File: src/rtl/pc_pkg.sv
// Shared types, constants and helpers for the fetch program-counter unit.
package pc_pkg;

  // Default PC width and sequential increment for the core.
  localparam int unsigned PC_XLEN       = 32;
  localparam int unsigned PC_INST_BYTES = 4;
  localparam int unsigned PC_INST_LSB   = $clog2(PC_INST_BYTES);

  // Fetch FSM: IDLE holds the PC with fetch invalid, RUN fetches.
  typedef enum logic [0:0] {
    PC_IDLE = 1'b0,
    PC_RUN  = 1'b1
  } pc_state_e;

  // Clear the low 'lsb' bits of an address (widths up to 64 bits).
  function automatic logic [63:0] align_pc(input logic [63:0] pc, input int unsigned lsb);
    return pc & ~((64'd1 << lsb) - 64'd1);
  endfunction

endpackage

File: src/rtl/pc_redir_arb.sv
// Fixed-priority redirect arbiter: the lowest-index valid port wins.
module pc_redir_arb
  import pc_pkg::*;
#(
  parameter int unsigned XLEN      = PC_XLEN,
  parameter int unsigned NUM_REDIR = 2
) (
  input  logic [NUM_REDIR-1:0]      redir_valid_i,
  input  logic [NUM_REDIR*XLEN-1:0] redir_target_i,
  output logic                      any_valid_o,
  output logic [XLEN-1:0]           target_o
);

  // Scan from the lowest priority upward so that port 0 overrides everything.
  always_comb begin
    any_valid_o = 1'b0;
    target_o    = '0;
    for (int k = NUM_REDIR - 1; k >= 0; k--) begin
      if (redir_valid_i[k]) begin
        any_valid_o = 1'b1;
        target_o    = redir_target_i[k*XLEN +: XLEN];
      end
    end
  end

endmodule

File: src/rtl/pc_unit.sv
// IF-stage program counter: auto-increment, prioritised redirects, and a
// one-entry pending buffer that holds a redirect seen during a stall or while
// idle until the PC is free to move.
//
// Redirect interface: redir_valid_i[k] is a single-cycle request with no
// ready/backpressure. A request is always consumed in the cycle it is valid:
// it either moves the PC, or (stall or idle) lands in the pending buffer,
// overwriting any older buffered target. Only when running is stopped
// (RUN with start_i=0) is a request dropped, and the buffer is retained.
module pc_unit
  import pc_pkg::*;
#(
  parameter int unsigned   XLEN       = PC_XLEN,
  parameter logic [XLEN-1:0] RESET_VEC = '0,
  parameter int unsigned   INST_BYTES = PC_INST_BYTES,
  parameter int unsigned   NUM_REDIR  = 2
) (
  input  logic                      clk_i,
  input  logic                      rst_i,
  input  logic                      start_i,
  input  logic                      stall_i,
  input  logic [NUM_REDIR-1:0]      redir_valid_i,
  input  logic [NUM_REDIR*XLEN-1:0] redir_target_i,
  output logic [XLEN-1:0]           pc_o,
  output logic                      pc_valid_o,
  output logic [XLEN-1:0]           pc_plus_o,
  output logic                      redir_pending_o,
  output logic                      state_o
);

  localparam int unsigned INST_LSB = (INST_BYTES > 1) ? $clog2(INST_BYTES) : 0;
  localparam logic [XLEN-1:0] INC  = XLEN'(INST_BYTES);

  pc_state_e       state_q, state_d;
  logic [XLEN-1:0] pc_q, pc_d;
  logic            pend_q, pend_d;
  logic [XLEN-1:0] pend_tgt_q, pend_tgt_d;

  logic            arb_any;
  logic [XLEN-1:0] arb_tgt;
  logic [63:0]     arb_tgt_wide;
  logic [XLEN-1:0] tgt_al;

  pc_redir_arb #(
    .XLEN      (XLEN),
    .NUM_REDIR (NUM_REDIR)
  ) u_arb (
    .redir_valid_i  (redir_valid_i),
    .redir_target_i (redir_target_i),
    .any_valid_o    (arb_any),
    .target_o       (arb_tgt)
  );

  // Targets are forced onto an instruction boundary before they are used or buffered.
  assign arb_tgt_wide = align_pc(64'(arb_tgt), INST_LSB);
  assign tgt_al       = arb_tgt_wide[XLEN-1:0];

  // State, PC and pending buffer; async active-low reset discards everything.
  always_ff @(posedge clk_i or negedge rst_i) begin
    if (!rst_i) begin
      state_q    <= PC_IDLE;
      pc_q       <= RESET_VEC;
      pend_q     <= 1'b0;
      pend_tgt_q <= '0;
    end else begin
      state_q    <= state_d;
      pc_q       <= pc_d;
      pend_q     <= pend_d;
      pend_tgt_q <= pend_tgt_d;
    end
  end

  // Next-state and next-PC selection in priority order.
  always_comb begin
    state_d    = state_q;
    pc_d       = pc_q;
    pend_d     = pend_q;
    pend_tgt_d = pend_tgt_q;
    case (state_q)
      PC_IDLE: begin
        // First fetch happens at the held PC, so the PC does not move here.
        if (start_i) state_d = PC_RUN;
        if (arb_any) begin
          pend_d     = 1'b1;
          pend_tgt_d = tgt_al;
        end
      end
      PC_RUN: begin
        if (!start_i) begin
          state_d = PC_IDLE;
        end else if (arb_any && !stall_i) begin
          pc_d   = tgt_al;
          pend_d = 1'b0;
        end else if (arb_any) begin
          pend_d     = 1'b1;
          pend_tgt_d = tgt_al;
        end else if (!stall_i && pend_q) begin
          pc_d   = pend_tgt_q;
          pend_d = 1'b0;
        end else if (!stall_i) begin
          pc_d = pc_q + INC;
        end
      end
      default: begin
        state_d = PC_IDLE;
      end
    endcase
  end

  assign pc_o            = pc_q;
  assign pc_valid_o      = (state_q == PC_RUN);
  assign pc_plus_o       = pc_q + INC;
  assign redir_pending_o = pend_q;
  assign state_o         = state_q;

endmodule
File: config.mk
export PLATFORM = sky130hd
export DESIGN_NAME = pc_unit
export DESIGN_NICKNAME = d
export VERILOG_FILES = /design/src/rtl/pc_pkg.sv /design/src/rtl/pc_redir_arb.sv /design/src/rtl/pc_unit.sv
export SDC_FILE = /design/constraint.sdc
export NUM_CORES = 1
export LEC_CHECK = 0
export BUFFER_PORTS_ARGS = -buffer_cell sky130_fd_sc_hd__buf_2
export CAP_MARGIN = 20
export CORE_UTILIZATION = 40
export CTS_CLUSTER_SIZE = 14
export DETAILED_ROUTE_END_ITERATION = 16
export PLACE_DENSITY = 0.69
export SLEW_MARGIN = 40
export SYNTH_ARGS = -nofsm -noshare
export SYNTH_HDL_FRONTEND = slang
export SYNTH_SLANG_ARGS = --single-unit
File: constraint.sdc
create_clock -name clk_i -period 1.9 [get_ports clk_i]
set_clock_uncertainty 0.05 [all_clocks]
set_input_delay 0.285 -clock clk_i [delete_from_list [all_inputs] [get_ports clk_i]]
set_output_delay 0.285 -clock clk_i [all_outputs]
set_load 0.01 [all_outputs]
==> reports/results.ini, run 1 <==
[worst_hold_path]
hold_start=start_i
worstHoldPathType=in2reg
hold_end=pc_valid_o
hold_depth=1

[sta]
finalCritPeriodShare_pct=121
finalHoldViolCount=0
period_needed_ns=2.30
relSlewSlack_pct=64.1
tightest_slew_ns=0.533
report.final.slew_viol_count=0
tns_ns=-7.92
fmax_mhz=435
rsz0062_at_grt=yes
setup_ws_ns=-0.400
report.final.setup_viol=28

[job]
maxCapViolations=0

[worst_setup_path]
cp_data_arrival_time_ns=1.96
startpoint_type=register
path_max_fanout=5
r2r_cells=9
path_class=reg2out
r2r_start=pc_o[8]
critical-path-top-delay-family=simple AND/OR/NAND/NOR gates
max_stage_delay_ns=0.42
cp-end-kind=primary output
crit_top_cell=nand3_4
reg2reg_to=pc_o[17]
r2r_setup_slack_ns=-0.11
crit_chain=nand3_4, buf_6, nor4_4, buf_4, nand3_4, xnor2_1, buf_2
crit_path_top_delay_cell=dfrtp_1
required_ns=1.56
crit_buf_inv=3

[placement]
dpl.hpwl_mm=9.92
place_area_um2=5360
gp_congestion=0.930
portBuffers=128

[clocking]
clockBufferDepth=2
numClockSinks=62
cts_tree=built
cts_buffers=9
clk_pin_slew_worst_paths_ns=0.08
cts_root_buf=clkbuf_8
cts_max_level=3
clock_latency_ns=0.35

[floorplan]
die_h_um=102
num_io_pins=137
die_w_um=102
start_util_pct=42.1
core-area_um2=9420
rows=35
die_area_um2=10300

[grt]
grtUsageTotal_pct=27.5
grt_max_degree=63
grt_pass1_vias=4263
grt_overflow_total=0
grt_pass1_wl_mm=21.5
antenna_found_initial=0

[synth]
syn_area_per_cell_um2=8.41
ys_types=54
syn_inst=471
netlist_top_cells_area=dfrtp_1, nor2_1, a21oi_1, a22oi_1, nand2_1
ys_ff_latch=62
synthArstFlopShare_pct=100
synth_edf_count=0
synth.top_cell.area_share_pct=39.2
synth_warnings=0
synth_ff_type=dfrtp_1
synth_area_um2=3960
yosysTopAreaCell=dfrtp_1
ys_seq_area_share_pct=39.2

[detailed_routing]
via_per_inst=5.60
wl_per_cell_um=16.9
drt-initial-drc-count=223
route.antenna.remaining_nets=0
first_pass_iters=6
vias=4644
routed_wl_mm=14.0
drc=0

[final_layout]
final_area_um2=6180
layout-drive-gt1-share_pct=48.0
area_growth_pct=56.1
fill_cells=764
layout.nets=766
n_antenna_cell=0
fin_util_pct=65.7

[power_and_ir_drop]
p_per_area_nw_per_um2=814
vdd_drop_max_v=0.000412
p_leak_uw=0.00300

[run_status]
run_status=finished, violations left
violations=setup timing

[cell usage after synthesis (3+ instances only)]
master and count:
nor2_1 64, o221ai_1 4, o21ai_0 32, inv_1 11, and3_1 6, nor4_4 3
o21bai_1 5, nor3_1 8, nor4_1 3, a31oi_1 15, a221o_1 5, nand3_1 18
o211ai_1 3, nand4_1 7, mux2i_1 7, buf_4 5, nor2b_1 3, dfrtp_1 62
nand2_1 47, xnor2_1 14, a21oi_1 40, and4_1 4, o22ai_1 3, xor2_1 14
buf_2 4, a22oi_1 24, mux2_2 4, clkbuf_1 21, buf_1 3
[registers in the layout, indices dropped and copies added (netlist names)]
| signal | flops |
|---|---|
| pc_valid_o | 1 |
| redir_pending_o | 1 |
| pc_o | 30 |
| pend_tgt_q | 30 |
[worst register-to-register path: stages, from the launching register on]
cell and delay [ns]:
dfrtp_1 0.42, nand3_4 0.14, buf_6 0.16, nor4_4 0.32, buf_4 0.20, buf_6 0.09
buf_6 0.08, buf_6 0.08, a21oi_2 0.04, o32a_1 0.33
[per-layer routing]
layer  global-route usage (%)  share of wire (%)  vias to the layer above
met5                        0                  0                        -
met4                     9.59                2.1                        0
met3                     3.38                6.0                       28
met2                     43.6                 49                      197
met1                     38.9                 43                     2267
li1                         -                  -                     2152
[report_power, final]
group | switching [uW] | total (uW) | internal, uW
Clock | 553 | 1060 | 503
Combinational | 1120 | 2170 | 1050
Sequential | 235 | 1800 | 1570
Total | 1910 | 5030 | 3120
[area by class of cell]
class | count | area, um^2 | share of cell area, %
Multi-Input combinational cell | 368 | 2610 | 42.3
Clock buffer | 12 | 145 | 2.35
Sequential cell | 62 | 1560 | 25.3
Clock inverter | 4 | 22.5 | 0.364
Tap cell | 129 | 161 | 2.61
Timing Repair Buffer | 243 | 1640 | 26.5
Inverter | 11 | 41.3 | 0.668
[worst max path at each step]
stage	start	endpoint	slack [ns]	depth (start not counted)
2_1_floorplan	pc_o[16]	pc_plus_o[21]	-0.04	5
3_3_place_gp	pc_o[14]	pc_plus_o[30]	-0.07	6
3_5_place_dp	pc_o[2]	pc_o[20]	-0.08	7
4_1_cts	pc_o[14]	pc_plus_o[30]	-0.42	6
5_1_grt	pc_o[8]	pc_plus_o[17]	-0.49	7
6_report	pc_o[8]	pc_plus_o[17]	-0.40	7
[stage by stage]
stage	hold WS, ns	cells	setup slack (ns)	power (uW)
after floorplan	-0.0606	474	-0.0434	2730
after global placement	0.277	784	-0.0740	3620
after detailed placement	0.279	784	-0.0774	3670
after CTS	0.0396	815	-0.425	4870
after global routing	0.0505	829	-0.495	5320
final	0.0585	829	-0.400	5030
[logic make-up (layout without fill, tap and decap cells)]
kind of cell | Yosys count | count (layout) | share of synthesized area, %
compound gates | 147 | 147 | 23.7
other cells | 1 | 4 | 0.0947
mux | 11 | 11 | 2.91
fa+ha+maj | 1 | 1 | 0.316
xor+xnor | 28 | 28 | 6.19
simple gates | 177 | 177 | 22.9
buf+inv | 44 | 270 | 4.77
flops | 62 | 62 | 39.2
[placed cells by master (no fill, tap or decap), types with 4 or more instances in the layout]
cell | netlist | routed
dfrtp_1 | 62 | 53
a22oi_1 | 24 | 24
a221o_1 | 5 | 5
o21ai_1 | 1 | 5
buf_2 | 4 | 128
nor3_4 | 0 | 5
o21bai_1 | 5 | 5
clkbuf_8 | 0 | 10
xnor2_1 | 14 | 6
inv_1 | 11 | 11
conb_1 | 1 | 4
nor2_1 | 64 | 58
o21ai_0 | 32 | 26
nand4_1 | 7 | 7
mux2i_1 | 7 | 7
buf_12 | 0 | 4
nor4_4 | 3 | 6
buf_6 | 0 | 21
nand3_1 | 18 | 13
nand3_4 | 1 | 5
buf_4 | 5 | 89
nand2_1 | 47 | 43
a31oi_1 | 15 | 15
xnor2_2 | 0 | 7
xor2_2 | 0 | 4
mux2_2 | 4 | 4
xor2_1 | 14 | 10
dfrtp_2 | 0 | 9
a21oi_1 | 40 | 37
[repair_timing]
action / 4_1_cts / 5_1_grt
pin swaps: 20 / 30
setup endpoints to repair: 30 / 38
endpoints found under the hold margin: 62 / 0
gates resized for setup: 41 / 59
gates cloned: 0 / 0
buffers inserted: 14 / 17
hold buffers: 1 / 0
Power figures use the tool's default switching activity.
==> run 2, diff against run 1 <==
Settings changed: CAP_MARGIN 20 to default.
Clock period 1.9 ns to 1.8 ns, I/O delays scaled along.
==> run 2 against run 1 <==
Effect of this change: the run still ends with setup timing left; power up 6.1%; register-to-register slack worse by 0.23 ns; setup slack lost 0.15 ns; sequential share of layout area decreased by 0.61 points; critical path depth unchanged; critical path type unchanged; critical endpoint is now pc_plus_o[28]; highest routed layer unchanged.
==> reports/results.ini, run 2 (same netlist as run 1, synthesis figures left out) <==
[run_status]
run_status=finished, violations left
violations=setup timing

[grt]
grt_max_degree=35
antenna_found_initial=0
grtUsageTotal_pct=28.6
grt_overflow_total=0
grt_pass1_vias=4452
grt_pass1_wl_mm=22.3

[final_layout]
fill_cells=735
final_area_um2=6350
layout.nets=771
final_cells=834
layout-drive-gt1-share_pct=49.4
area_growth_pct=60.3
layout.cells.most_common=buf_2
n_antenna_cell=0
layout_common_cells=buf_2, buf_4, nor2_1

[power_and_ir_drop]
p_per_area_nw_per_um2=840
vdd_drop_max_v=0.000366
p_leak_uw=0.00304
p_total_uw=5340

[floorplan]
die_w_um=102
start_util_pct=42.1
core-area_um2=9420
rows=35
num_io_pins=137
die_h_um=102
die_area_um2=10300

[sta]
tns_ns=-12.76
finalHoldViolCount=0
tightest_slew_ns=0.801
report.final.slew_viol_count=0
fmax_mhz=426
report.final.setup_viol=41
finalCritPeriodShare_pct=130
relSlewSlack_pct=46.5
rsz0062_at_grt=yes
setup_ws_ns=-0.548
period_needed_ns=2.35

[clocking]
numClockSinks=62
cts_buffers=9
clk_pin_slew_worst_paths_ns=0.07
clockBufferDepth=2
cts_root_buf=clkbuf_8
cts_tree=built
cts_max_level=3
clock_latency_ns=0.35

[worst_hold_path]
hold_end=pc_valid_o
hold_start=start_i
worstHoldPathType=in2reg
hold_depth=1

[placement]
place_area_um2=5440
dpl.hpwl_mm=10.1
portBuffers=128
gp_congestion=0.904
placed_cells=782

[worst_setup_path]
path_class=reg2out
crit_chain=nand3_4, buf_12, nor4_4, buf_4, and4_4, xor2_2, buf_2
r2r_cells=9
cp_data_arrival_time_ns=2.03
reg2reg_to=pc_o[28]
r2r_setup_slack_ns=-0.34
max_stage_delay_ns=0.39
startpoint_type=register
r2r_start=pc_o[9]
crit_buf_inv=3
critical-path-top-delay-family=simple AND/OR/NAND/NOR gates
path_max_fanout=4
crit_path_top_delay_cell=dfrtp_2
required_ns=1.48
cp-end-kind=primary output

[detailed_routing]
via_per_inst=5.75
drc=0
drt-initial-drc-count=333
wl_per_cell_um=18.2
first_pass_iters=5
routed_wl_mm=15.2
vias=4798
route.antenna.remaining_nets=0

[job]
maxCapViolations=0

[run 2: cell count changes in the layout (fill, tap and decap cells not counted), moves of 2 or more]
cell / change
buf_6: +2
dfrtp_1: -3
nor2_2: -2
nor2_1: +2
buf_12: +5
o21ai_0: -3
dfrtp_2: +3
nand2_2: -2
xnor2_2: +2
o21ai_2: +4
clkbuf_1: +3
[run 2: repair_timing]
| action | in CTS | in global routing |
|---|---|---|
| endpoints found under the setup margin | 36 | 45 |
| hold buffers | 1 | 0 |
| pin swaps | 31 | 23 |
| hold endpoints to repair | 14 | 0 |
| resized for setup | 52 | 52 |
| setup buffers | 25 | 20 |
[run 2: layout make-up]
type                            count  area [um^2]  share of cell area (%)
Clock buffer                       14          143                    2.25
Sequential cell                    62         1570                    24.7
Multi-Input combinational cell    368         2680                    42.2
Clock inverter                      2         10.0                   0.158
Timing Repair Buffer              248         1750                    27.5
Tap cell                          129          161                    2.54
Inverter                           11         41.3                   0.650
[run 2: where the power goes]
| group | leakage, uW | switching, uW | total, uW | internal [uW] |
|---|---|---|---|---|
| registers | 0.000717 | 246 | 1910 | 1660 |
| clock network | 0.0000784 | 566 | 1060 | 499 |
| logic | 0.00224 | 1240 | 2370 | 1120 |
[run 2: routing by layer]
layer	wire length (um)	vias to the layer above	global-route usage, %
li1	-	2173	-
met1	6170	2336	39.0
met2	7390	248	46.5
met3	1200	41	3.80
met4	440	0	10.3
met5	0	-	0
[run 2: how the worst max path moves through the flow]
stage / from / endpoint / depth (start not counted) / slack, ns
after floorplan: pc_o[2] / pc_o[28] / 6 / -0.08
final: pc_o[9] / pc_plus_o[28] / 7 / -0.55
after global routing: pc_o[9] / pc_plus_o[28] / 7 / -0.60
after CTS: pc_o[3] / pc_plus_o[28] / 7 / -0.46
after global placement: pc_o[10] / pc_plus_o[24] / 6 / -0.12
after detailed placement: redir_valid_i[1] / pc_o[29] / 6 / -0.16
[run 2: worst reg2reg max path: stages (launching register included)]
cell	delay, ns
dfrtp_2	0.39
nand3_4	0.14
buf_12	0.17
nor4_4	0.26
buf_4	0.20
and4_4	0.25
buf_4	0.11
buf_4	0.10
o21ai_1	0.06
a221o_1	0.30
[run 2: per-stage QoR]
stage	util [%]	hold WS (ns)	setup WS [ns]
finish	67.4	0.0600	-0.548
global route	67.4	0.0429	-0.596
CTS	64.0	0.0485	-0.457
detailed placement	57.8	0.204	-0.161
global placement	57.8	0.189	-0.116
floorplan	-	-0.0756	-0.0843
